**src/rtl/inst_fetch_pkg.sv**
```systemverilog
// Shared constants for the instruction-fetch stage: FSM encoding and fixed AXI4 read fields.
// No logic; latency and backpressure are defined by the modules that import it.
package inst_fetch_pkg;

    localparam logic [1:0] ST_IDLE = 2'd0;
    localparam logic [1:0] ST_ADDR = 2'd1;
    localparam logic [1:0] ST_DATA = 2'd2;
    localparam logic [1:0] ST_HOLD = 2'd3;

    localparam logic [1:0] RRESP_OKAY   = 2'b00;
    localparam logic [2:0] ARSIZE_WORD  = 3'b010;
    localparam logic [1:0] ARBURST_INCR = 2'b01;
    localparam logic [7:0] ARLEN_SINGLE = 8'd0;

endpackage

```
**src/rtl/inst_fetch_axi_if.sv**
```systemverilog
// AXI4 read-channel bundle (AR + R) between the fetch stage and instruction memory.
// master = fetch stage, slave = memory; flow control is plain AXI valid/ready.
interface inst_fetch_axi_if #(
    parameter int C_AXI_DATA_WIDTH = 32
);
    logic [31:0]                 M_AXI_ARADDR;
    logic [7:0]                  M_AXI_ARLEN;
    logic [2:0]                  M_AXI_ARSIZE;
    logic [1:0]                  M_AXI_ARBURST;
    logic                        M_AXI_ARVALID;
    logic                        M_AXI_ARREADY;
    logic [C_AXI_DATA_WIDTH-1:0] M_AXI_RDATA;
    logic [1:0]                  M_AXI_RRESP;
    logic                        M_AXI_RLAST;
    logic                        M_AXI_RVALID;
    logic                        M_AXI_RREADY;

    modport master (
        output M_AXI_ARADDR, M_AXI_ARLEN, M_AXI_ARSIZE, M_AXI_ARBURST, M_AXI_ARVALID, M_AXI_RREADY,
        input  M_AXI_ARREADY, M_AXI_RDATA, M_AXI_RRESP, M_AXI_RLAST, M_AXI_RVALID
    );

    modport slave (
        input  M_AXI_ARADDR, M_AXI_ARLEN, M_AXI_ARSIZE, M_AXI_ARBURST, M_AXI_ARVALID, M_AXI_RREADY,
        output M_AXI_ARREADY, M_AXI_RDATA, M_AXI_RRESP, M_AXI_RLAST, M_AXI_RVALID
    );
endinterface

```
**src/rtl/fetch_hit_buf.sv**
```systemverilog
// One-entry buffer of the last OKAY fetch (tag, data, valid); combinational hit lookup.
// Lookup latency 0, load visible next cycle; no backpressure, loads are always accepted.
module fetch_hit_buf #(
    parameter int DATA_W = 32
) (
    input  logic              clk,
    input  logic              rst,
    input  logic [31:0]       lookup_addr,
    output logic              hit,
    output logic [DATA_W-1:0] hit_data,
    input  logic              load_en,
    input  logic              load_okay,
    input  logic [31:0]       load_addr,
    input  logic [DATA_W-1:0] load_data
);
    logic [31:0]       tag_q;
    logic [DATA_W-1:0] data_q;
    logic              valid_q;

    always_ff @(posedge clk) begin
        if (rst) begin
            tag_q   <= '0;
            data_q  <= '0;
            valid_q <= 1'b0;
        end else if (load_en) begin
            // An error response may alias the cached address, so drop the entry entirely
            valid_q <= load_okay;
            if (load_okay) begin
                tag_q  <= load_addr;
                data_q <= load_data;
            end
        end
    end

    assign hit      = valid_q && (tag_q == lookup_addr);
    assign hit_data = data_q;
endmodule

```
**src/rtl/inst_fetch_axi.sv**
```systemverilog
// Instruction fetch: one single-beat AXI4 read per accepted PC, word held for decode until STALL drops.
// Latency 3 cycles PC->INST_VALID with a zero-wait slave (1 on a hit when INST_FETCH_HIT_BUF_EN is defined).
// Backpressure: PC_READY only in IDLE; STALL holds INST in HOLD; slave wait states add cycles 1:1.
module inst_fetch_axi
    import inst_fetch_pkg::*;
#(
    parameter int          C_AXI_DATA_WIDTH = 32,
    parameter int          C_OFFSET_WIDTH   = 28,
    parameter logic [31:0] C_BASE_ADDR      = 32'h0000_0000
) (
    input  logic                        CLK,
    input  logic                        RST,
    input  logic [31:0]                 PC,
    input  logic                        PC_VALID,
    output logic                        PC_READY,
    input  logic                        STALL,
    output logic [C_AXI_DATA_WIDTH-1:0] INST,
    output logic                        INST_VALID,
    output logic                        INST_MEM_WAIT,
    output logic                        FETCH_ERR,
    inst_fetch_axi_if.master            m_axi
);
    logic [1:0]                  state_q;
    logic [C_AXI_DATA_WIDTH-1:0] inst_q;
    logic                        inst_vld_q;
    logic                        err_q;
    logic                        arvalid_q;
    logic                        rready_q;
    logic [31:0]                 araddr_q;
    logic [31:0]                 araddr_nxt;
    logic                        pc_misaligned;
    logic                        r_hs;
    logic                        r_okay;
    logic                        hit;
    logic [C_AXI_DATA_WIDTH-1:0] hit_data;

    // Offset field is always word-aligned; base bits sit above it
    assign araddr_nxt    = C_BASE_ADDR | {{(32-C_OFFSET_WIDTH){1'b0}}, PC[C_OFFSET_WIDTH-1:2], 2'b00};
    assign pc_misaligned = (PC[1:0] != 2'b00);
    assign r_hs          = m_axi.M_AXI_RVALID && rready_q;
    assign r_okay        = (m_axi.M_AXI_RRESP == RRESP_OKAY);

`ifdef INST_FETCH_HIT_BUF_EN
    fetch_hit_buf #(
        .DATA_W (C_AXI_DATA_WIDTH)
    ) u_hit_buf (
        .clk         (CLK),
        .rst         (RST),
        .lookup_addr (araddr_nxt),
        .hit         (hit),
        .hit_data    (hit_data),
        .load_en     (r_hs),
        .load_okay   (r_okay),
        .load_addr   (araddr_q),
        .load_data   (m_axi.M_AXI_RDATA)
    );
`else
    assign hit      = 1'b0;
    assign hit_data = '0;
`endif

    always_ff @(posedge CLK) begin
        if (RST) begin
            state_q    <= ST_IDLE;
            inst_q     <= '0;
            inst_vld_q <= 1'b0;
            err_q      <= 1'b0;
            arvalid_q  <= 1'b0;
            rready_q   <= 1'b0;
            araddr_q   <= '0;
        end else begin
            case (state_q)
                ST_IDLE: begin
                    if (PC_VALID) begin
                        if (pc_misaligned) begin
                            inst_q     <= '0;
                            err_q      <= 1'b1;
                            inst_vld_q <= 1'b1;
                            state_q    <= ST_HOLD;
                        end else if (hit) begin
                            inst_q     <= hit_data;
                            err_q      <= 1'b0;
                            inst_vld_q <= 1'b1;
                            state_q    <= ST_HOLD;
                        end else begin
                            araddr_q  <= araddr_nxt;
                            arvalid_q <= 1'b1;
                            state_q   <= ST_ADDR;
                        end
                    end
                end
                ST_ADDR: begin
                    if (m_axi.M_AXI_ARREADY) begin
                        arvalid_q <= 1'b0;
                        rready_q  <= 1'b1;
                        state_q   <= ST_DATA;
                    end
                end
                ST_DATA: begin
                    // STALL is deliberately ignored: the beat must be drained
                    if (r_hs) begin
                        inst_q     <= m_axi.M_AXI_RDATA;
                        err_q      <= !r_okay;
                        inst_vld_q <= 1'b1;
                        rready_q   <= 1'b0;
                        state_q    <= ST_HOLD;
                    end
                end
                ST_HOLD: begin
                    if (!STALL) begin
                        inst_vld_q <= 1'b0;
                        state_q    <= ST_IDLE;
                    end
                end
                default: begin
                    state_q <= ST_IDLE;
                end
            endcase
        end
    end

    assign PC_READY      = (state_q == ST_IDLE);
    assign INST_MEM_WAIT = (state_q == ST_ADDR) || (state_q == ST_DATA);
    assign INST          = inst_q;
    assign INST_VALID    = inst_vld_q;
    assign FETCH_ERR     = err_q;

    assign m_axi.M_AXI_ARADDR  = araddr_q;
    assign m_axi.M_AXI_ARLEN   = ARLEN_SINGLE;
    assign m_axi.M_AXI_ARSIZE  = ARSIZE_WORD;
    assign m_axi.M_AXI_ARBURST = ARBURST_INCR;
    assign m_axi.M_AXI_ARVALID = arvalid_q;
    assign m_axi.M_AXI_RREADY  = rready_q;

    // Upper PC bits above the offset field and RLAST carry no information here
    wire unused_ok = &{1'b0, PC[31:C_OFFSET_WIDTH], m_axi.M_AXI_RLAST};
endmodule

```
**src/flat_wrapper.sv**
```systemverilog
// flat-port wrapper written by rule: the top's interface ports become plain ports
module inst_fetch_axi_flat import inst_fetch_pkg::*;
#(
    parameter int          C_AXI_DATA_WIDTH = 32,
    parameter int          C_OFFSET_WIDTH   = 28,
    parameter logic [31:0] C_BASE_ADDR      = 32'h0000_0000
)
  (CLK, RST, PC, PC_VALID, PC_READY, STALL, INST, INST_VALID, INST_MEM_WAIT, FETCH_ERR, m_axi_M_AXI_ARADDR, m_axi_M_AXI_ARLEN, m_axi_M_AXI_ARSIZE, m_axi_M_AXI_ARBURST, m_axi_M_AXI_ARVALID, m_axi_M_AXI_RREADY, m_axi_M_AXI_ARREADY, m_axi_M_AXI_RDATA, m_axi_M_AXI_RRESP, m_axi_M_AXI_RLAST, m_axi_M_AXI_RVALID);
  inst_fetch_axi_if #(.C_AXI_DATA_WIDTH(C_AXI_DATA_WIDTH)) m_axi_i ();
  input  logic CLK;
  input  logic RST;
  input  logic [31:0] PC;
  input  logic PC_VALID;
  output logic PC_READY;
  input  logic STALL;
  output logic [C_AXI_DATA_WIDTH-1:0] INST;
  output logic INST_VALID;
  output logic INST_MEM_WAIT;
  output logic FETCH_ERR;
  output wire logic [$bits(m_axi_i.M_AXI_ARADDR)-1:0] m_axi_M_AXI_ARADDR;
  output wire logic [$bits(m_axi_i.M_AXI_ARLEN)-1:0] m_axi_M_AXI_ARLEN;
  output wire logic [$bits(m_axi_i.M_AXI_ARSIZE)-1:0] m_axi_M_AXI_ARSIZE;
  output wire logic [$bits(m_axi_i.M_AXI_ARBURST)-1:0] m_axi_M_AXI_ARBURST;
  output wire logic [$bits(m_axi_i.M_AXI_ARVALID)-1:0] m_axi_M_AXI_ARVALID;
  output wire logic [$bits(m_axi_i.M_AXI_RREADY)-1:0] m_axi_M_AXI_RREADY;
  input wire logic [$bits(m_axi_i.M_AXI_ARREADY)-1:0] m_axi_M_AXI_ARREADY;
  input wire logic [$bits(m_axi_i.M_AXI_RDATA)-1:0] m_axi_M_AXI_RDATA;
  input wire logic [$bits(m_axi_i.M_AXI_RRESP)-1:0] m_axi_M_AXI_RRESP;
  input wire logic [$bits(m_axi_i.M_AXI_RLAST)-1:0] m_axi_M_AXI_RLAST;
  input wire logic [$bits(m_axi_i.M_AXI_RVALID)-1:0] m_axi_M_AXI_RVALID;
  assign m_axi_M_AXI_ARADDR = m_axi_i.M_AXI_ARADDR;
  assign m_axi_M_AXI_ARLEN = m_axi_i.M_AXI_ARLEN;
  assign m_axi_M_AXI_ARSIZE = m_axi_i.M_AXI_ARSIZE;
  assign m_axi_M_AXI_ARBURST = m_axi_i.M_AXI_ARBURST;
  assign m_axi_M_AXI_ARVALID = m_axi_i.M_AXI_ARVALID;
  assign m_axi_M_AXI_RREADY = m_axi_i.M_AXI_RREADY;
  assign m_axi_i.M_AXI_ARREADY = m_axi_M_AXI_ARREADY;
  assign m_axi_i.M_AXI_RDATA = m_axi_M_AXI_RDATA;
  assign m_axi_i.M_AXI_RRESP = m_axi_M_AXI_RRESP;
  assign m_axi_i.M_AXI_RLAST = m_axi_M_AXI_RLAST;
  assign m_axi_i.M_AXI_RVALID = m_axi_M_AXI_RVALID;
  inst_fetch_axi #(.C_AXI_DATA_WIDTH(C_AXI_DATA_WIDTH), .C_OFFSET_WIDTH(C_OFFSET_WIDTH), .C_BASE_ADDR(C_BASE_ADDR)) u_core (.CLK(CLK), .RST(RST), .PC(PC), .PC_VALID(PC_VALID), .PC_READY(PC_READY), .STALL(STALL), .INST(INST), .INST_VALID(INST_VALID), .INST_MEM_WAIT(INST_MEM_WAIT), .FETCH_ERR(FETCH_ERR), .m_axi(m_axi_i));
endmodule
```
**config.mk**
```make
export PLATFORM = sky130hd
export DESIGN_NAME = inst_fetch_axi_flat
export DESIGN_NICKNAME = d
export VERILOG_FILES = /design/src/rtl/inst_fetch_pkg.sv /design/src/rtl/inst_fetch_axi_if.sv /design/src/rtl/fetch_hit_buf.sv /design/src/rtl/inst_fetch_axi.sv /design/src/flat_wrapper.sv
export SDC_FILE = /design/constraint.sdc
export NUM_CORES = 1
export LEC_CHECK = 0
export BUFFER_PORTS_ARGS = -buffer_cell sky130_fd_sc_hd__buf_2
export CAP_MARGIN = 40
export CELL_PAD_IN_SITES_DETAIL_PLACEMENT = 2
export CELL_PAD_IN_SITES_GLOBAL_PLACEMENT = 2
export CORE_MARGIN = 3
export CORE_UTILIZATION = 24
export CTS_CLUSTER_SIZE = 14
export DETAILED_ROUTE_END_ITERATION = 16
export PLACE_DENSITY = 0.86
export SLEW_MARGIN = 20
export SYNTH_ARGS = -nofsm -noshare
export SYNTH_HDL_FRONTEND = slang
export SYNTH_SLANG_ARGS = --single-unit
```
**constraint.sdc**
```tcl
create_clock -name CLK -period 3.7 [get_ports CLK]
set_input_delay 0.185 -clock CLK [delete_from_list [all_inputs] [get_ports CLK]]
set_output_delay 0.185 -clock CLK [all_outputs]
set_load 0.005 [all_outputs]
```
== After elaboration in Yosys (flattened, before gate mapping) ==
Cells that the tools add are included.

* Register bits: 64
* Input port bits: 73
* Logic and storage cells: 57

* Equal/unequal tests: 9
* Muxes and demuxes: 24
* Bitwise operators: 1
* Reduce and logical (&&, ||, !) cells: 16

{| class="wikitable"
|+ Operators by type and width
! cell !! count
|-
| two-way mux 32 bit || 3
|-
| case mux 32 bit (2 select lines) || 1
|-
| AND reduction 4 bit || 3
|-
| two-way mux 1 bit || 10
|-
| two-way mux 2 bit || 5
|-
| != test 2 bit, second input constant || 4
|-
| case mux 2 bit (4 select lines) || 1
|-
| nonzero test 2 bit || 4
|-
| case mux 1 bit (2 select lines) || 3
|-
| AND reduction 3 bit || 2
|-
| AND reduction 5 bit || 1
|-
| == test 2 bit, second input constant || 2
|-
| zero test 2 bit || 2
|-
| != test 2 x 1 -> 1 bit, second input constant || 2
|-
| case mux 1 bit (3 select lines) || 1
|-
| nonzero test 3 bit || 1
|-
| == test 2 x 1 -> 1 bit, second input constant || 1
|-
| logical AND 1 bit || 1
|-
| zero test 1 bit || 1
|-
| logical OR 1 bit || 1
|-
| NOT 1 bit || 1
|}

== Depth between registers and ports, before layout ==
* Depth in word-level cells: 4
* Mapped depth: 9
* Mapped depth without buffers: 6

== Least setup slack after synthesis ==
OpenSTA, ideal clock, no wires.

* Kind: flip-flop to flip-flop
* Start point: reg u_core.state_q[0]
* End point: reg u_core.inst_q[0], in the netlist u_core.INST[0]
* Library setup time: 0.132 ns
* Data arrival time: 1.550 ns
* Data required time: 3.568 ns
* Slack: 2.017 ns
* Stages on the path, launching flop included: 10
* Period minus slack after synthesis: 1.683 ns
* Cell sequence: dfxtp_1 -> inv_1 -> ha_1 -> buf_2 -> and2b_1 -> o21a_1 -> buf_2 -> buf_4 -> nand3_1 -> a21oi_1

* Longest elaborated chain between the ends: 3
* Elaborated cells between the ends (all ways): 8
* Classes of those cells: 4 x eq/ne; 1 x mux; 3 x reduce/logical

{| class="wikitable"
|+ RTL lines
! item !! RTL line !! source
|-
| start, declared || inst_fetch_axi.sv:23 || <nowiki>logic [1:0] state_q;</nowiki>
|-
| start signal, assigned || inst_fetch_axi.sv:64 || <nowiki>state_q <= ST_IDLE;</nowiki>
|-
| start signal, assigned || inst_fetch_axi.sv:79 || <nowiki>state_q <= ST_HOLD;</nowiki>
|-
| start signal, assigned || inst_fetch_axi.sv:84 || <nowiki>state_q <= ST_HOLD;</nowiki>
|-
| == test 2 bit / zero test 2 bit (equally long branches) || inst_fetch_axi.sv:72 || <nowiki>case (state_q)</nowiki>
|-
| != test 2 x 1 -> 1 bit (no line) (tied with other cells) || -- ||
|-
| AND reduction 4 bit (no line) || -- ||
|-
| end signal, assigned || inst_fetch_axi.sv:81 || <nowiki>inst_q <= hit_data;</nowiki>
|-
| end signal, assigned || inst_fetch_axi.sv:102 || <nowiki>inst_q <= m_axi.M_AXI_RDATA;</nowiki>
|-
| end, declared || inst_fetch_axi.sv:24 || <nowiki>logic [C_AXI_DATA_WIDTH-1:0] inst_q;</nowiki>
|}

Parallel ways exist; a longest one is shown, timed or not.
A chain may end at the register's enable or synchronous reset.

== Worst setup path in the final report ==
* Start point: reg u_core.state_q[0]
* End point: reg u_core.inst_q[18], in the netlist u_core.INST[18]

The elaborated chain is that of the path after synthesis.

==> results.toml <==
[die]
die_x_microns = 110
die_area_sq_mm = 0.0121
floorplan.die.height_microns = 110
design.core.area_sq_mm = 0.0104
io_pins = 156
start_util_pct = 24.9
rows = 37

[detailed_routing]
drt-pass1-iter-count = 4
remaining_drc_errors = 0
routed_wl_microns = 8690
detail-route-antenna-nets = 0
vias_per_cell = 4.47
wire_per_inst_microns = 14.8
drt_iter0_drc = 93
route.vias.total = 2626

[setup_path]
cp_top_family = "compound AO/OA/AOI/OAI gates"
worst_setup_path_start_kind = "flop"
critical_path.slowest_cell = "ha_1"
critical_path.max_stage_delay_ns = 0.66
critical_path.cell_chain = "inv_1, ha_1, and2b_1, o21a_1, buf_12, nand3_1, a21oi_1"
worst-path-buf-inv = 2
setup.worst_path.class = "flop to flop"
timing.critical_path.required_ns = 3.95
critPathCaptureType = "flop"
path_max_fanout = 19
data_arrival_critical_path_ns = 2.80

[cts]
insertion_delay_ns = 0.33
clk_transition_reported_paths_ns = 0.09
max_root_sink_buffers = 2
cts-hold-fix-buffers = 0
cts.htree.levels = 3
cts_tree = "done"
clock-root-buffer = "clkbuf_8"
cts_num_sinks = 64
cts_post_setup_buffers_inserted = 0
clock_buffers_created_by_tritoncts = 9
post_cts.resized_instances = 0

[sta]
actual_transition_at_the_worst_max_transition_pin_ns = 0.749
timing.final.hold_violations = 0
timing.slew.headroom_pct = 50.1
final.min_clock_period_ns = 2.55
setup_viol = 0
worst_clock_skew_on_the_final_layout_ns = 0.0151
timing.final.crit_share_pct = 68.9
fmaxAchievable_ghz = 0.392
timing.hold.ws_ns = 0.0812
drv_slew = 0
rsz0062_at_grt = "no"
setup_tns_ns = 0

[run]
maxCapViolCount = 0

[layout]
finish.instance_area_sq_mm = 0.00348
finish.net_count = 526
layout.area.seq_sq_mm = 0.00128
area.growth.synth_to_final_pct = 34.4
fill_cells = 1237
multi_input_comb_area_sq_mm = 0.00111
antenna-diode-count = 0
final_layout_size_suffix_gt1_share_pct = 34.3

[placement]
post-dp-hpwl_microns = 6530
place.port_buffers = 131
placement.cell_area_sq_mm = 0.00330
gpl.final_weighted_congestion = 0.676

[logic_synthesis]
synthSimpleGateAreaFrac_pct = 21.8
post_synth_num_cell_types = 25
synthDominantCellAreaShare_pct = 49.5
synth.cell_area_sq_mm = 0.00259
post_synth_fa_ha_maj_area_fraction_pct = 2.90
synthesis.area_per_instance_sq_um = 7.99
yosys.area.top_type = "dfxtp_1"
synth_top_family_by_area = "simple AND/OR/NAND/NOR gates"
synth.area.top_cells = "dfxtp_1 49%, nand2_1 13%, a21oi_1 12%"
post_synth_inst_count = 324
number_of_warnings_printed_during_yosys_synthesis = 0
post_synth_xor_area_fraction_pct = 0
multiplexer_area_fraction_after_synthesis_pct = 0
synth.ff_latch_count = 64
synth_compound_gate_area_share_pct = 15.5
ys_seq_area_share_pct = 49.5

[grt]
grt_max_degree = 65
grt_pass1_wl_microns = 13100
number_of_global_route_vias_before_repair = 2677
grt_antenna_before_repair = 0
grt.overflow.total = 0
gr-usage-all-layers_pct = 13.8

[power]
power_density_mw_per_mm2 = 571
vdd.ir_drop.worst_mv = 0.178
leakage_nw = 1.58
report.power.total_mw = 1.99

[worst_hold_path]
timing.hold.worst.class = "input pin to flop"

[outcome]
status = "finished, final reports clean"
-- cells in the final DEF (no fill, tap or decap), types with 3 or more instances in the layout --
cell and n:
conb_1 19, nand3_1 33, a311oi_1 3, a21oi_1 63
nand2_1 89, buf_2 131, nor2_1 6, clkbuf_8 10
dfxtp_1 64, ha_1 6, buf_4 3
-- state kept, by name, indices dropped and copies added (netlist names) --
signal	count
u_core.FETCH_ERR	1
u_core.INST	32
u_core.INST_VALID	1
u_core.m_axi.M_AXI_ARADDR	26
u_core.m_axi.M_AXI_ARVALID	1
u_core.m_axi.M_AXI_RREADY	1
u_core.state_q	2
-- cells in the mapped netlist, drive strengths merged --
cell type,count
nor3,1
a311oi,3
and3,2
and2b,1
nor2,6
nand3,33
nand2,89
a21oi,63
a211o,1
nand4,1
buf,33
o211a,1
conb,2
dfxtp,64
o21ai,1
a211oi,1
o21a,1
clkbuf,9
a21bo,1
a22oi,1
ha,6
nand2b,2
inv,2
-- worst reg2reg max path, stage by stage (launching register included) --
cell,delay [ns]
dfxtp_1,0.34
inv_1,0.14
ha_1,0.66
and2b_1,0.25
o21a_1,0.58
buf_12,0.24
nand3_1,0.10
a21oi_1,0.16
-- final cells by class --
| cell class | instances | share of cell area, % |
|---|---|---|
| Timing Repair Buffer | 137 | 20.8 |
| Clock inverter | 6 | 1.26 |
| Multi-Input combinational cell | 233 | 32.0 |
| Inverter | 2 | 0.216 |
| Sequential cell | 64 | 36.8 |
| Tap cell | 136 | 4.89 |
| Clock buffer | 10 | 3.96 |
-- layer usage --
layer	GRT usage (%)	part of all wire (%)	vias to the layer above
met4	4.54	0.75	0
met3	5.11	10	5
met2	23.8	48	102
met5	0	0	-
met1	15.7	41	1235
li1	-	-	1284
-- logic make-up (layout without fill, tap and decap cells) --
logic type                 Yosys count  count (layout)
and+or+nand+nor                    135             135
AOI/OAI and AO/OA                   73              73
DFF                                 64              64
buffers and inverters               44             155
adders and majority gates            6               6
other                                2              19
-- final timing paths --
kind	from	end	slack [ns]	depth (start not counted)
max reg2reg	u_core.state_q[0]	u_core.INST[18]	1.15	7
min	PC[18]	u_core.m_axi.M_AXI_ARADDR[18]	0.08	3
min reg2reg	u_core.INST[3]	u_core.INST[3]	0.45	2
max	u_core.state_q[0]	u_core.INST[18]	1.15	7
-- power breakdown --
part	internal [mW]	switching, mW	leakage [nW]
clock	0.264	0.290	0.0926
combinational	0.232	0.409	0.969
sequential	0.754	0.0373	0.518
total	1.25	0.736	1.58
-- per-stage QoR --
| stage | setup slack (ns) | util (%) | cells |
|---|---|---|---|
| finish | 1.15 | 33.4 | 588 |
| global route | 0.828 | 33.4 | 588 |
| CTS | 1.03 | 33.4 | 588 |
| detailed placement | 1.06 | 31.7 | 572 |
| global placement | 1.16 | 31.4 | 570 |
| floorplan | 2.02 | - | 341 |
Power figures use the tool's default switching activity.
